$ cat src/rtl/fibo_scheduler.sv
// Round-robin scheduler that shares one Fibonacci counter among N_REQ requesters.
// It grants one job at a time, drives the counter, and returns the result with a done pulse.
module fibo_scheduler #(
  parameter int N_REQ  = 4,
  parameter int ID_W   = 2,
  parameter int R_size = 16,
  parameter int C_size = 8
) (
  input  logic                     clock,
  input  logic                     reset,
  input  logic [N_REQ-1:0]         req,
  input  logic [N_REQ*R_size-1:0]  req_data1,
  input  logic [N_REQ*R_size-1:0]  req_data2,
  input  logic [N_REQ*C_size-1:0]  req_data3,
  output logic [N_REQ-1:0]         done,
  output logic                     rsp_valid,
  output logic [ID_W-1:0]          rsp_id,
  output logic [R_size-1:0]        rsp_result,
  output logic                     busy,
  output logic                     fc_start,
  output logic [R_size-1:0]        fc_data1,
  output logic [R_size-1:0]        fc_data2,
  output logic [C_size-1:0]        fc_data3,
  input  logic                     fc_ready,
  input  logic [R_size-1:0]        fc_result
);

  typedef enum logic [1:0] {S_IDLE, S_ISSUE, S_WAIT, S_DONE} state_e;

  state_e              state_q, state_d;
  logic [ID_W-1:0]     ptr_q, ptr_d;
  logic [ID_W-1:0]     gid_q, gid_d;
  logic                abort_q, abort_d;
  logic                fc_start_q, fc_start_d;
  logic [R_size-1:0]   fc_data1_q, fc_data1_d;
  logic [R_size-1:0]   fc_data2_q, fc_data2_d;
  logic [C_size-1:0]   fc_data3_q, fc_data3_d;
  logic [N_REQ-1:0]    done_q, done_d;
  logic                rsp_valid_q, rsp_valid_d;
  logic [ID_W-1:0]     rsp_id_q, rsp_id_d;
  logic [R_size-1:0]   rsp_result_q, rsp_result_d;
  logic                busy_q, busy_d;

  logic                grant_found;
  logic [ID_W-1:0]     grant_id;
  logic                job_dropped;

  // Search starts just past the last winner, so the last winner has lowest priority.
  always_comb begin
    grant_found = 1'b0;
    grant_id    = '0;
    for (int k = 1; k <= N_REQ; k++) begin
      if (!grant_found && req[ID_W'((int'(ptr_q) + k) % N_REQ)]) begin
        grant_found = 1'b1;
        grant_id    = ID_W'((int'(ptr_q) + k) % N_REQ);
      end
    end
  end

  always_ff @(posedge clock or negedge reset) begin
    if (!reset) begin
      state_q      <= S_IDLE;
      ptr_q        <= ID_W'(N_REQ - 1);
      gid_q        <= '0;
      abort_q      <= 1'b0;
      fc_start_q   <= 1'b0;
      fc_data1_q   <= '0;
      fc_data2_q   <= '0;
      fc_data3_q   <= '0;
      done_q       <= '0;
      rsp_valid_q  <= 1'b0;
      rsp_id_q     <= '0;
      rsp_result_q <= '0;
      busy_q       <= 1'b0;
    end else begin
      // NOTE: non-blocking assignments so every flop samples pre-edge values.
      state_q      <= state_d;
      ptr_q        <= ptr_d;
      gid_q        <= gid_d;
      abort_q      <= abort_d;
      fc_start_q   <= fc_start_d;
      fc_data1_q   <= fc_data1_d;
      fc_data2_q   <= fc_data2_d;
      fc_data3_q   <= fc_data3_d;
      done_q       <= done_d;
      rsp_valid_q  <= rsp_valid_d;
      rsp_id_q     <= rsp_id_d;
      rsp_result_q <= rsp_result_d;
      busy_q       <= busy_d;
    end
  end

  // The counter drops Ready on the start edge, so WAIT never sees a stale Ready.
  always_comb begin
    state_d = state_q;
    case (state_q)
      S_IDLE:  if (grant_found && fc_ready) state_d = S_ISSUE;
      S_ISSUE: if (fc_ready) state_d = S_WAIT;
      S_WAIT:  if (fc_ready) state_d = S_DONE;
      S_DONE:  state_d = S_IDLE;
      default: state_d = S_IDLE;
    endcase
  end

  always_comb begin
    // NOTE: every signal gets a default first so no path can infer a latch.
    ptr_d        = ptr_q;
    gid_d        = gid_q;
    abort_d      = abort_q;
    fc_data1_d   = fc_data1_q;
    fc_data2_d   = fc_data2_q;
    fc_data3_d   = fc_data3_q;
    rsp_id_d     = rsp_id_q;
    rsp_result_d = rsp_result_q;
    done_d       = '0;
    rsp_valid_d  = 1'b0;
    fc_start_d   = (state_d == S_ISSUE);
    busy_d       = (state_d != S_IDLE);
    job_dropped  = abort_q | ~req[gid_q];

    case (state_q)
      S_IDLE: begin
        if (state_d == S_ISSUE) begin
          ptr_d      = grant_id;
          gid_d      = grant_id;
          abort_d    = 1'b0;
          fc_data1_d = req_data1[grant_id*R_size +: R_size];
          fc_data2_d = req_data2[grant_id*R_size +: R_size];
          fc_data3_d = req_data3[grant_id*C_size +: C_size];
        end
      end
      S_WAIT: begin
        // A requester that lets go of req mid-job forfeits its completion pulse.
        abort_d = job_dropped;
        if (fc_ready) begin
          rsp_result_d = fc_result;
          if (!job_dropped) begin
            done_d[gid_q] = 1'b1;
            rsp_valid_d   = 1'b1;
            rsp_id_d      = gid_q;
          end
        end
      end
      default: ;
    endcase
  end

  assign fc_start   = fc_start_q;
  assign fc_data1   = fc_data1_q;
  assign fc_data2   = fc_data2_q;
  assign fc_data3   = fc_data3_q;
  assign done       = done_q;
  assign rsp_valid  = rsp_valid_q;
  assign rsp_id     = rsp_id_q;
  assign rsp_result = rsp_result_q;
  assign busy       = busy_q;

endmodule

$ cat config.mk
export PLATFORM = sky130hd
export DESIGN_NAME = fibo_scheduler
export DESIGN_NICKNAME = d
export VERILOG_FILES = /design/src/rtl/fibo_scheduler.sv
export SDC_FILE = /design/constraint.sdc
export NUM_CORES = 1
export LEC_CHECK = 0
export CAP_MARGIN = 40
export CORE_MARGIN = 3
export CORE_UTILIZATION = 41
export DETAILED_ROUTE_END_ITERATION = 10
export GPL_ROUTABILITY_DRIVEN = 0
export PLACE_DENSITY_LB_ADDON = 0.15
export SLEW_MARGIN = 20
export SYNTH_ARGS = -nofsm -noshare
export SYNTH_HDL_FRONTEND = slang
export SYNTH_SLANG_ARGS = --single-unit
$ cat constraint.sdc
create_clock -name clock -period 5.2 [get_ports clock]
set_clock_uncertainty 0.1 [all_clocks]
set_input_delay 0.52 -clock clock [delete_from_list [all_inputs] [get_ports clock]]
set_output_delay 0.52 -clock clock [all_outputs]
set_load 0.1 [all_outputs]
==> impl_metrics.py <==
metrics = {
    "synth": {
        "netlist_area_um2": 4440,
        "synth-seq-cells": 72,
        "syn_area_per_cell_um2": 11.9,
        "ys_dominant_reg_cell": "dfrtp_1",
        "synthArstFlopShare_pct": 100,
        "synthCells": 373,
        "synth_warnings": 0,
        "synth.area.top_cells": "dfrtp_1, mux2_2, mux2i_1",
        "syn_nets": 556,
        "yosysTopAreaCellShare_pct": 39.4,
        "ys_seq_area_share_pct": 40.6,
        "synth_edf_count": 0,
        "netlist.top_cell.by_area": "dfrtp_1",
        "synth_cell_type_count": 35,
    },
    "pwr": {
        "cellPowerDensity_nw_per_um2": 689,
        "peakVddDrop_v": 0.000549,
        "leakagePower_nw": 3.46,
    },
    "final_layout": {
        "layout_common_cells": "clkdlybuf4s50_1, dfrtp_1, mux2_2, mux2i_1",
        "antennaDiodeCount": 0,
        "layout.nets": 852,
        "fin_area_um2": 8450,
        "fillers": 568,
        "final_layout_size_suffix_gt1_share_pct": 27.9,
        "utilization_pct": 81.1,
        "syn2layout_area_growth_pct": 90.1,
        "final_common_cell": "clkdlybuf4s50_1",
        "stdcell_count": 810,
    },
    "floorplanning": {
        "pin_count": 248,
        "num_rows": 37,
        "die_area_um2": 12100,
        "die_y_um": 110,
        "coreArea_um2": 10400,
        "die_w_um": 110,
        "initial_core_util_pct": 42.7,
    },
    "global_route": {
        "grt_pass1_wl_mm": 24.2,
        "grt_pass1_vias": 4628,
        "use_met2_pct": 45.6,
        "grt_use_total_pct": 26.0,
        "grt_util_met1_pct": 31.3,
        "grt_start_max_net_pins": 53,
        "gr-usage-met3_pct": 5.65,
        "grt_overflow": 0,
        "antenna_found_initial": 0,
        "busiest_layer": "met2",
    },
    "worst_setup_path": {
        "cp.required_ns": 5.37,
        "path_max_fanout": 26,
        "worstSetupPathType": "primary input to flip-flop",
        "r2r_start": "ptr_q[0]",
        "cp.arrival_ns": 3.07,
        "crit_path_end_kind": "flip-flop",
        "worst_setup_path_start_kind": "primary input",
        "cp-startpoint": "fc_ready",
        "r2r_cells": 7,
    },
    "placed_design": {
        "placed_cells": 794,
        "numPortBuffers": 247,
        "dp_hpwl_mm": 12.2,
        "place_area_um2": 8260,
    },
    "cts": {
        "root_buffer": "clkbuf_8",
        "postCtsResizedCells": 0,
        "cts_buffers": 9,
        "ctsHoldBuffers": 0,
        "postCtsSetupRepairBufs": 0,
        "clock-sinks": 72,
        "clk_pin_slew_ns": 0.08,
        "clock_path_buffers": 2,
        "cts_tree": "yes",
        "clkLatencyLatePin_ns": 0.34,
        "htree_levels": 3,
    },
    "flow_run": {
        "maxCapViolations": 0,
    },
    "sta": {
        "fin_crit_ns": 2.89,
        "final_hold_viol_count": 0,
        "finalSetupViolCount": 0,
        "max_slew_margin_pct": 49.5,
        "max_slew.worst_pin.slew_ns": 0.756,
        "fmax_mhz": 346,
        "fin_crit_sh_pct": 55.7,
        "fin_setup_tns_ns": 0,
        "rsz0062_at_grt": "no",
        "slew_violations": 0,
    },
    "routing": {
        "vias": 4356,
        "vias_per_cell": 5.38,
        "dr.pass1.iters": 4,
        "postRouteAntennaNets": 0,
        "drc": 0,
        "drt-total-wl_mm": 15.6,
        "dr.first_iter.drc_count": 160,
        "routedWlPerCell_um": 19.2,
    },
    "run_status": {
        "status": "finished, final reports clean",
    },
    "min_path": {
        "hold_class": "primary input to asynchronous set/reset pin",
    },
}
final cells by class:
| cell class | count | area, µm² | area share [%] |
|---|---|---|---|
| timing repair buffer | 320 | 3920 | 46.4 |
| clock buffer | 10 | 128 | 1.51 |
| multi-input combinational | 261 | 2340 | 27.8 |
| tap | 136 | 170 | 2.01 |
| clock inverter | 6 | 60.1 | 0.711 |
| sequential | 72 | 1800 | 21.4 |
| inverter | 5 | 18.8 | 0.222 |
synthesized netlist by cell type (2+ instances only):
| master | count |
|---|---|
| a221o_1 | 40 |
| buf_12 | 5 |
| nor2_1 | 8 |
| mux2_1 | 6 |
| nand3_2 | 40 |
| nand2b_1 | 2 |
| inv_1 | 5 |
| a21o_1 | 3 |
| clkbuf_1 | 12 |
| nor2b_1 | 4 |
| buf_2 | 6 |
| buf_4 | 8 |
| mux2i_1 | 42 |
| buf_6 | 2 |
| dfstp_2 | 2 |
| nor3b_1 | 2 |
| nand2_1 | 8 |
| dfrtp_1 | 70 |
| nand3_1 | 40 |
| mux2_2 | 50 |
| a21oi_1 | 4 |
power breakdown:
| part | switching (W) | leakage, nW | total (W) | internal (W) |
|---|---|---|---|---|
| registers | 0.000171 | 0.890 | 0.000992 | 0.000821 |
| logic | 0.00257 | 2.48 | 0.00440 | 0.00183 |
| clock network | 0.000209 | 0.0920 | 0.000428 | 0.000219 |
worst paths after layout:
kind                               endpoint  slack [ns]
worst max-delay path            fc_data2[3]        2.31
worst min-delay path                done[3]        0.01
worst max register to register  fc_data2[3]        2.47
worst min register to register    rsp_id[0]        0.39
max in group asynchronous       fc_data2[1]        4.42
min in group clock                rsp_id[0]        0.39
through the flow:
step / total power [W] / hold WS [ns] / setup WS, ns
after floorplan: 0.00354 / 0.124 / 2.98
after global placement: 0.00423 / 0.362 / 1.79
after detailed placement: 0.00540 / 0.369 / 1.96
after CTS: 0.00585 / 0.0248 / 2.31
after global routing: 0.00605 / 0.0332 / 2.13
final: 0.00582 / 0.0141 / 2.31
sequential cells by signal, indices dropped and copies added, names as in the netlist:
register,cells
abort_q,1
busy,1
done,4
fc_data1,16
fc_data2,16
fc_data3,8
fc_start,1
gid_q,2
ptr_q,2
rsp_id,2
rsp_result,16
rsp_valid,1
state_q,2
cell families after synthesis:
kind of cell           share of synthesized area, %
AND/OR/NAND/NOR                                17.2
multiplexers                                   24.2
flip-flops                                     40.6
AO/OA/AOI/OAI                                  11.1
buffers and inverters                          6.87
layer usage:
| layer | vias up | wire, µm |
|---|---|---|
| met5 | - | 0 |
| met4 | 0 | 424 |
| met3 | 31 | 1180 |
| met2 | 218 | 8190 |
| met1 | 2099 | 5770 |
| li1 | 2008 | - |
worst max-delay path, stage by stage:
cell	delay (ns)
clkdlybuf4s50_1	0.56
nor3b_1	0.41
nand2_2	0.40
buf_16	0.30
nor2_4	0.43
buf_16	0.23
a221o_1	0.19
Note: power is estimated with default switching activity, not from simulation.
